===== src/rtl/uart_rx_fifo.sv =====
// UART receiver: two-flop line synchroniser, mid-bit sampling FSM with parity and
// framing checks, feeding a first-word-fall-through receive FIFO with sticky overrun.
module uart_rx_fifo #(
    parameter int C_SYSTEM_FREQ = 50_000_000,
    parameter int C_BAUDRATE    = 115_200,
    parameter int C_DATA_BITS   = 8,
    parameter int C_USE_PARITY  = 0,
    parameter int C_ODD_PARITY  = 0,
    parameter int C_STOP_BITS   = 1,
    parameter int C_FIFO_DEPTH  = 16
) (
    input  logic                              Clk,
    input  logic                              Resetn,
    input  logic                              RX,
    input  logic                              rd_uart_en,
    input  logic                              err_clr,
    output logic [C_DATA_BITS-1:0]            RX_data,
    output logic                              RX_perr,
    output logic                              RX_ferr,
    output logic                              Empty,
    output logic                              Full,
    output logic [$clog2(C_FIFO_DEPTH+1)-1:0] Count,
    output logic                              Overrun
);
    localparam int CPB = C_SYSTEM_FREQ / C_BAUDRATE;
    localparam int TW  = $clog2(CPB);
    localparam int PW  = $clog2(C_FIFO_DEPTH);
    localparam int CW  = $clog2(C_FIFO_DEPTH + 1);
    localparam int WW  = C_DATA_BITS + 2;

    localparam logic [TW-1:0] T_LAST    = TW'(CPB - 1);
    localparam logic [TW-1:0] T_MID     = TW'(CPB / 2 - 1);
    localparam logic [3:0]    LAST_DATA = 4'(C_DATA_BITS - 1);
    localparam logic [3:0]    LAST_STOP = 4'(C_STOP_BITS - 1);
    localparam logic          ODD       = (C_ODD_PARITY != 0);
    localparam logic [CW-1:0] DEPTH     = CW'(C_FIFO_DEPTH);

    typedef enum logic [2:0] {ARM, IDLE, START, DATA, PARITY, STOP} state_t;

    state_t                 state;
    logic                   rx_m;
    logic                   rx_s;
    logic [TW-1:0]          timer;
    logic [3:0]             bit_cnt;
    logic [C_DATA_BITS-1:0] shreg;
    logic                   perr;
    logic                   ferr;
    logic                   ferr_next;
    logic                   push;
    logic [WW-1:0]          push_word;

    logic [WW-1:0]          mem [C_FIFO_DEPTH];
    logic [PW-1:0]          wr_ptr;
    logic [PW-1:0]          rd_ptr;
    logic [CW-1:0]          count;
    logic                   pop;
    logic                   wr_en;
    logic                   drop;

    always_ff @(posedge Clk) begin
        if (!Resetn) begin
            rx_m <= 1'b1;
            rx_s <= 1'b1;
        end else begin
            rx_m <= RX;
            rx_s <= rx_m;
        end
    end

    // The word is written on the same edge as the last stop-bit sample so it falls through next cycle
    assign ferr_next = ferr | ~rx_s;
    assign push      = (state == STOP) && (timer == T_LAST) && (bit_cnt == LAST_STOP);
    assign push_word = {ferr_next, perr, shreg};

    always_ff @(posedge Clk) begin
        if (!Resetn) begin
            state   <= ARM;
            timer   <= '0;
            bit_cnt <= '0;
            shreg   <= '0;
            perr    <= 1'b0;
            ferr    <= 1'b0;
        end else begin
            case (state)
                ARM: begin
                    if (rx_s) state <= IDLE;
                end
                IDLE: begin
                    if (!rx_s) begin
                        timer <= '0;
                        state <= START;
                    end
                end
                START: begin
                    if (timer == T_MID) begin
                        timer <= '0;
                        if (!rx_s) begin
                            bit_cnt <= '0;
                            perr    <= 1'b0;
                            ferr    <= 1'b0;
                            state   <= DATA;
                        end else begin
                            state <= IDLE;
                        end
                    end else begin
                        timer <= timer + 1'b1;
                    end
                end
                DATA: begin
                    if (timer == T_LAST) begin
                        timer <= '0;
                        shreg <= {rx_s, shreg[C_DATA_BITS-1:1]};
                        if (bit_cnt == LAST_DATA) begin
                            bit_cnt <= '0;
                            state   <= (C_USE_PARITY != 0) ? PARITY : STOP;
                        end else begin
                            bit_cnt <= bit_cnt + 1'b1;
                        end
                    end else begin
                        timer <= timer + 1'b1;
                    end
                end
                PARITY: begin
                    if (timer == T_LAST) begin
                        timer <= '0;
                        perr  <= (^shreg) ^ rx_s ^ ODD;
                        state <= STOP;
                    end else begin
                        timer <= timer + 1'b1;
                    end
                end
                STOP: begin
                    if (timer == T_LAST) begin
                        timer <= '0;
                        ferr  <= ferr_next;
                        if (bit_cnt == LAST_STOP) begin
                            bit_cnt <= '0;
                            // A low line after a bad stop bit must not look like a new start bit
                            state   <= ferr_next ? ARM : IDLE;
                        end else begin
                            bit_cnt <= bit_cnt + 1'b1;
                        end
                    end else begin
                        timer <= timer + 1'b1;
                    end
                end
                default: state <= ARM;
            endcase
        end
    end

    assign Empty = (count == '0);
    assign Full  = (count == DEPTH);
    assign Count = count;
    assign pop   = rd_uart_en & ~Empty;
    assign wr_en = push & (~Full | pop);
    assign drop  = push & Full & ~pop;

    always_ff @(posedge Clk) begin
        if (wr_en) mem[wr_ptr] <= push_word;
    end

    always_ff @(posedge Clk) begin
        if (!Resetn) begin
            wr_ptr  <= '0;
            rd_ptr  <= '0;
            count   <= '0;
            Overrun <= 1'b0;
        end else begin
            if (wr_en) wr_ptr <= wr_ptr + 1'b1;
            if (pop)   rd_ptr <= rd_ptr + 1'b1;
            case ({wr_en, pop})
                2'b10:   count <= count + 1'b1;
                2'b01:   count <= count - 1'b1;
                default: count <= count;
            endcase
            if (drop)         Overrun <= 1'b1;
            else if (err_clr) Overrun <= 1'b0;
        end
    end

    assign {RX_ferr, RX_perr, RX_data} = Empty ? '0 : mem[rd_ptr];

endmodule

===== config.mk =====
export PLATFORM = sky130hd
export DESIGN_NAME = uart_rx_fifo
export DESIGN_NICKNAME = d
export VERILOG_FILES = /design/src/rtl/uart_rx_fifo.sv
export SDC_FILE = /design/constraint.sdc
export NUM_CORES = 1
export LEC_CHECK = 0
export CAP_MARGIN = 20
export CORE_MARGIN = 2
export CORE_UTILIZATION = 30
export DETAILED_ROUTE_END_ITERATION = 8
export SYNTH_ARGS = -nofsm -noshare
export SYNTH_HDL_FRONTEND = slang
export SYNTH_SLANG_ARGS = --single-unit

===== constraint.sdc =====
create_clock -name Clk -period 2.4 [get_ports Clk]
set_input_delay 0.24 -clock Clk [delete_from_list [all_inputs] [get_ports Clk]]
set_output_delay 0.24 -clock Clk [all_outputs]
set_load 0.01 [all_outputs]

==> flow_metrics.env <==
export IMPL_grt_max_degree=30
export IMPL_core_um2=28600
export IMPL_cts_hold_fix_buffers=0
export IMPL_rows=62
export IMPL_syn_inst=521
export IMPL_r2r_end="mem[4][3]"
export IMPL_hold_worst_slack_ns=0.312
export IMPL_timing_final_crit_share=1.11
export IMPL_finalHoldViolCount=0
export IMPL_synth_nets=540
export IMPL_place_congestion=0.813
export IMPL_syn_area_um2=8680
export IMPL_final_common_cell="edfxtp_1"
export IMPL_path_clk_slew_ns=0.06
export IMPL_first_pass_iters=6
export IMPL_relSlewSlack=0.522
export IMPL_portBuffers=22
export IMPL_fin_skew_ns=0.0281
export IMPL_hold_path_class="in2reg"
export IMPL_yosys_warnings=0
export IMPL_crit_path_end="RX_ferr"
export IMPL_worst_slew_pin_slew_ns=0.716
export IMPL_critPathMaxFanout=5
export IMPL_area_growth_pct=27.3
export IMPL_start_util=0.303
export IMPL_cts_root_buf="clkbuf_16"
export IMPL_clk_path_buf_depth=3
export IMPL_grt_pass1_vias=4994
export IMPL_power_density_nw_per_um2=892
export IMPL_violations="negative setup slack"
export IMPL_finalMaxSlewViolations=0
export IMPL_tritoncts="built"
export IMPL_irDropWorstVdd_v=0.000629
export IMPL_r2r_start="bit_cnt[1]"
export IMPL_synth_edff_count=160
export IMPL_dp_hpwl_um=11800
export IMPL_finalSetupViolCount=10
export IMPL_final_cell_mix="edfxtp_1 (160), mux4_2 (50), dfxtp_1 (43)"
export IMPL_vias_per_cell=4.76
export IMPL_drive_gt1_frac=0.320
export IMPL_cts_buffers=22
export IMPL_drt_wl_total_um=19200
export IMPL_min_period_ns=2.67
export IMPL_grt_setup_unrepaired="true"
export IMPL_routedWlPerCell_um=18.9
export IMPL_holdPathStages=2
export IMPL_ios=23
export IMPL_fmax_mhz=375
export IMPL_grt_total_usage=0.129
export IMPL_end_kind="output pin"
export IMPL_outcome="finished, violations left"
export IMPL_arrival_ns=2.43
export IMPL_drtIter0Drc=457
export IMPL_avgSynthCellArea_um2=16.7
export IMPL_drc_errors=0
export IMPL_r2r_cells=9
export IMPL_synthFlopType="edfxtp_1"
export IMPL_ys_ff_latch=206
export IMPL_grt_remaining_overflow=0
export IMPL_antenna_found_initial=0
export IMPL_antennaDiodeCount=0
export IMPL_die_area_um2=30300
export IMPL_p_leak_nw=3.70
export IMPL_vias=4820
export IMPL_required_ns=2.16
export IMPL_die_h_um=174
export IMPL_cts_sinks=206
export IMPL_ys_async_sr_fraction=0
export IMPL_fp_dieW_um=174
export IMPL_fin_nets=631
export IMPL_synth_seq_area_share=0.659
export IMPL_htree_levels=1
export IMPL_setup_tns_ns=-2.49
export IMPL_synth_cell_types=65
export IMPL_drv_cap=0
export IMPL_critPathLaunchType="flip-flop"
export IMPL_r2r_slack_ns=0.08
export IMPL_ant_nets=0
export IMPL_clk_latency_ns=0.51
export IMPL_grt_pass1_wl_um=29900
export IMPL_crit_type="reg2out"
export IMPL_layout_setup_ws_ns=-0.269
==> cell usage after synthesis (3+ instances only) <==
library cell,n,area (um2)
nor2b_1,13,81.3
and2_1,19,119
buf_2,7,35.0
o21ai_0,10,50.1
nand3_1,5,25.0
nor4_1,4,25.0
dfxtp_1,46,921
xnor2_1,15,131
edfxtp_1,160,4800
nor2_1,37,139
ha_1,13,163
and2_2,3,22.5
nand4bb_1,3,33.8
xor2_1,5,43.8
nand2b_1,9,56.3
inv_1,14,52.6
or3_1,3,18.8
a21oi_1,15,75.1
nand2_1,14,52.6
mux2i_1,12,120
mux4_2,50,1130
clkbuf_1,10,37.5
==> repair_timing <==
action,4_1_cts,5_1_grt
endpoints found under the setup margin,12,136
setup buffers,10,4
gates resized for setup,64,33
cloned,5,0
pin swaps,3,12
hold endpoints to repair,0,0
==> area by class of cell <==
class / count / area, um2
Sequential cell: 206 / 5730
Clock buffer: 27 / 569
Multi-Input combinational cell: 281 / 2980
Fill cell: 2594 / 17600
Inverter: 15 / 56.3
Timing Repair Buffer: 86 / 1060
Clock inverter: 13 / 180
Tap cell: 384 / 480
==> worst max-delay path: stages, from the launching register on <==
cell	delay, ns
dfxtp_4	0.38
buf_6	0.12
buf_8	0.12
mux4_2	0.49
mux4_2	0.54
nor2b_4	0.16
buf_6	0.11
==> report_power, final <==
part           total (mW)  internal (mW)  leakage, nW  switching (mW)
logic                2.45           1.35         1.48            1.10
registers            3.92           3.86         1.86          0.0622
clock network        3.49           2.13        0.362            1.36
==> layer usage <==
layer	part of all wire	track usage
met3	0.047	0.0208
met5	0	0
met2	0.48	0.210
met1	0.45	0.178
met4	0.022	0.0375
==> worst min path at each step <==
stage | from | end | slack (ns)
after detailed placement | rx_m | rx_s | 0.41
after floorplan | Resetn | rx_m | 0.31
final | RX | rx_m | 0.31
after CTS | RX | rx_m | 0.30
after global placement | rx_m | rx_s | 0.41
after global routing | RX | rx_m | 0.32
==> flip-flops by register name, indices dropped and copies added (netlist names), named ones only <==
name and flops:
bit_cnt 4, ferr 1, timer 9, Overrun 1, rx_s 1, state 3, wr_ptr 4, rd_ptr 4
rx_m 1, perr 1, mem 160, shreg 8, Count 5
==> through the flow <==
stage	total power [mW]	area (um2)	worst slack, ns	instances	utilization
5_1_grt	10.3	11100	-0.337	1012	0.386
6_report	9.87	11100	-0.269	1012	0.386
3_5_place_dp	6.06	9970	-0.124	958	0.348
2_1_floorplan	5.19	8700	0.00310	521	-
3_3_place_gp	6.02	9970	-0.108	958	0.348
4_1_cts	9.80	10900	-0.346	1012	0.383
==> kinds of logic after synthesis <==
kind of cell             synth area share
flip-flops                          0.659
multiplexers                        0.150
adder cells (fa/ha/maj)            0.0210
AND/OR/NAND/NOR                    0.0991
XOR/XNOR                           0.0228
buffers and inverters              0.0169
AO/OA/AOI/OAI                      0.0313
No activity file was read; power rests on OpenSTA's default activity.
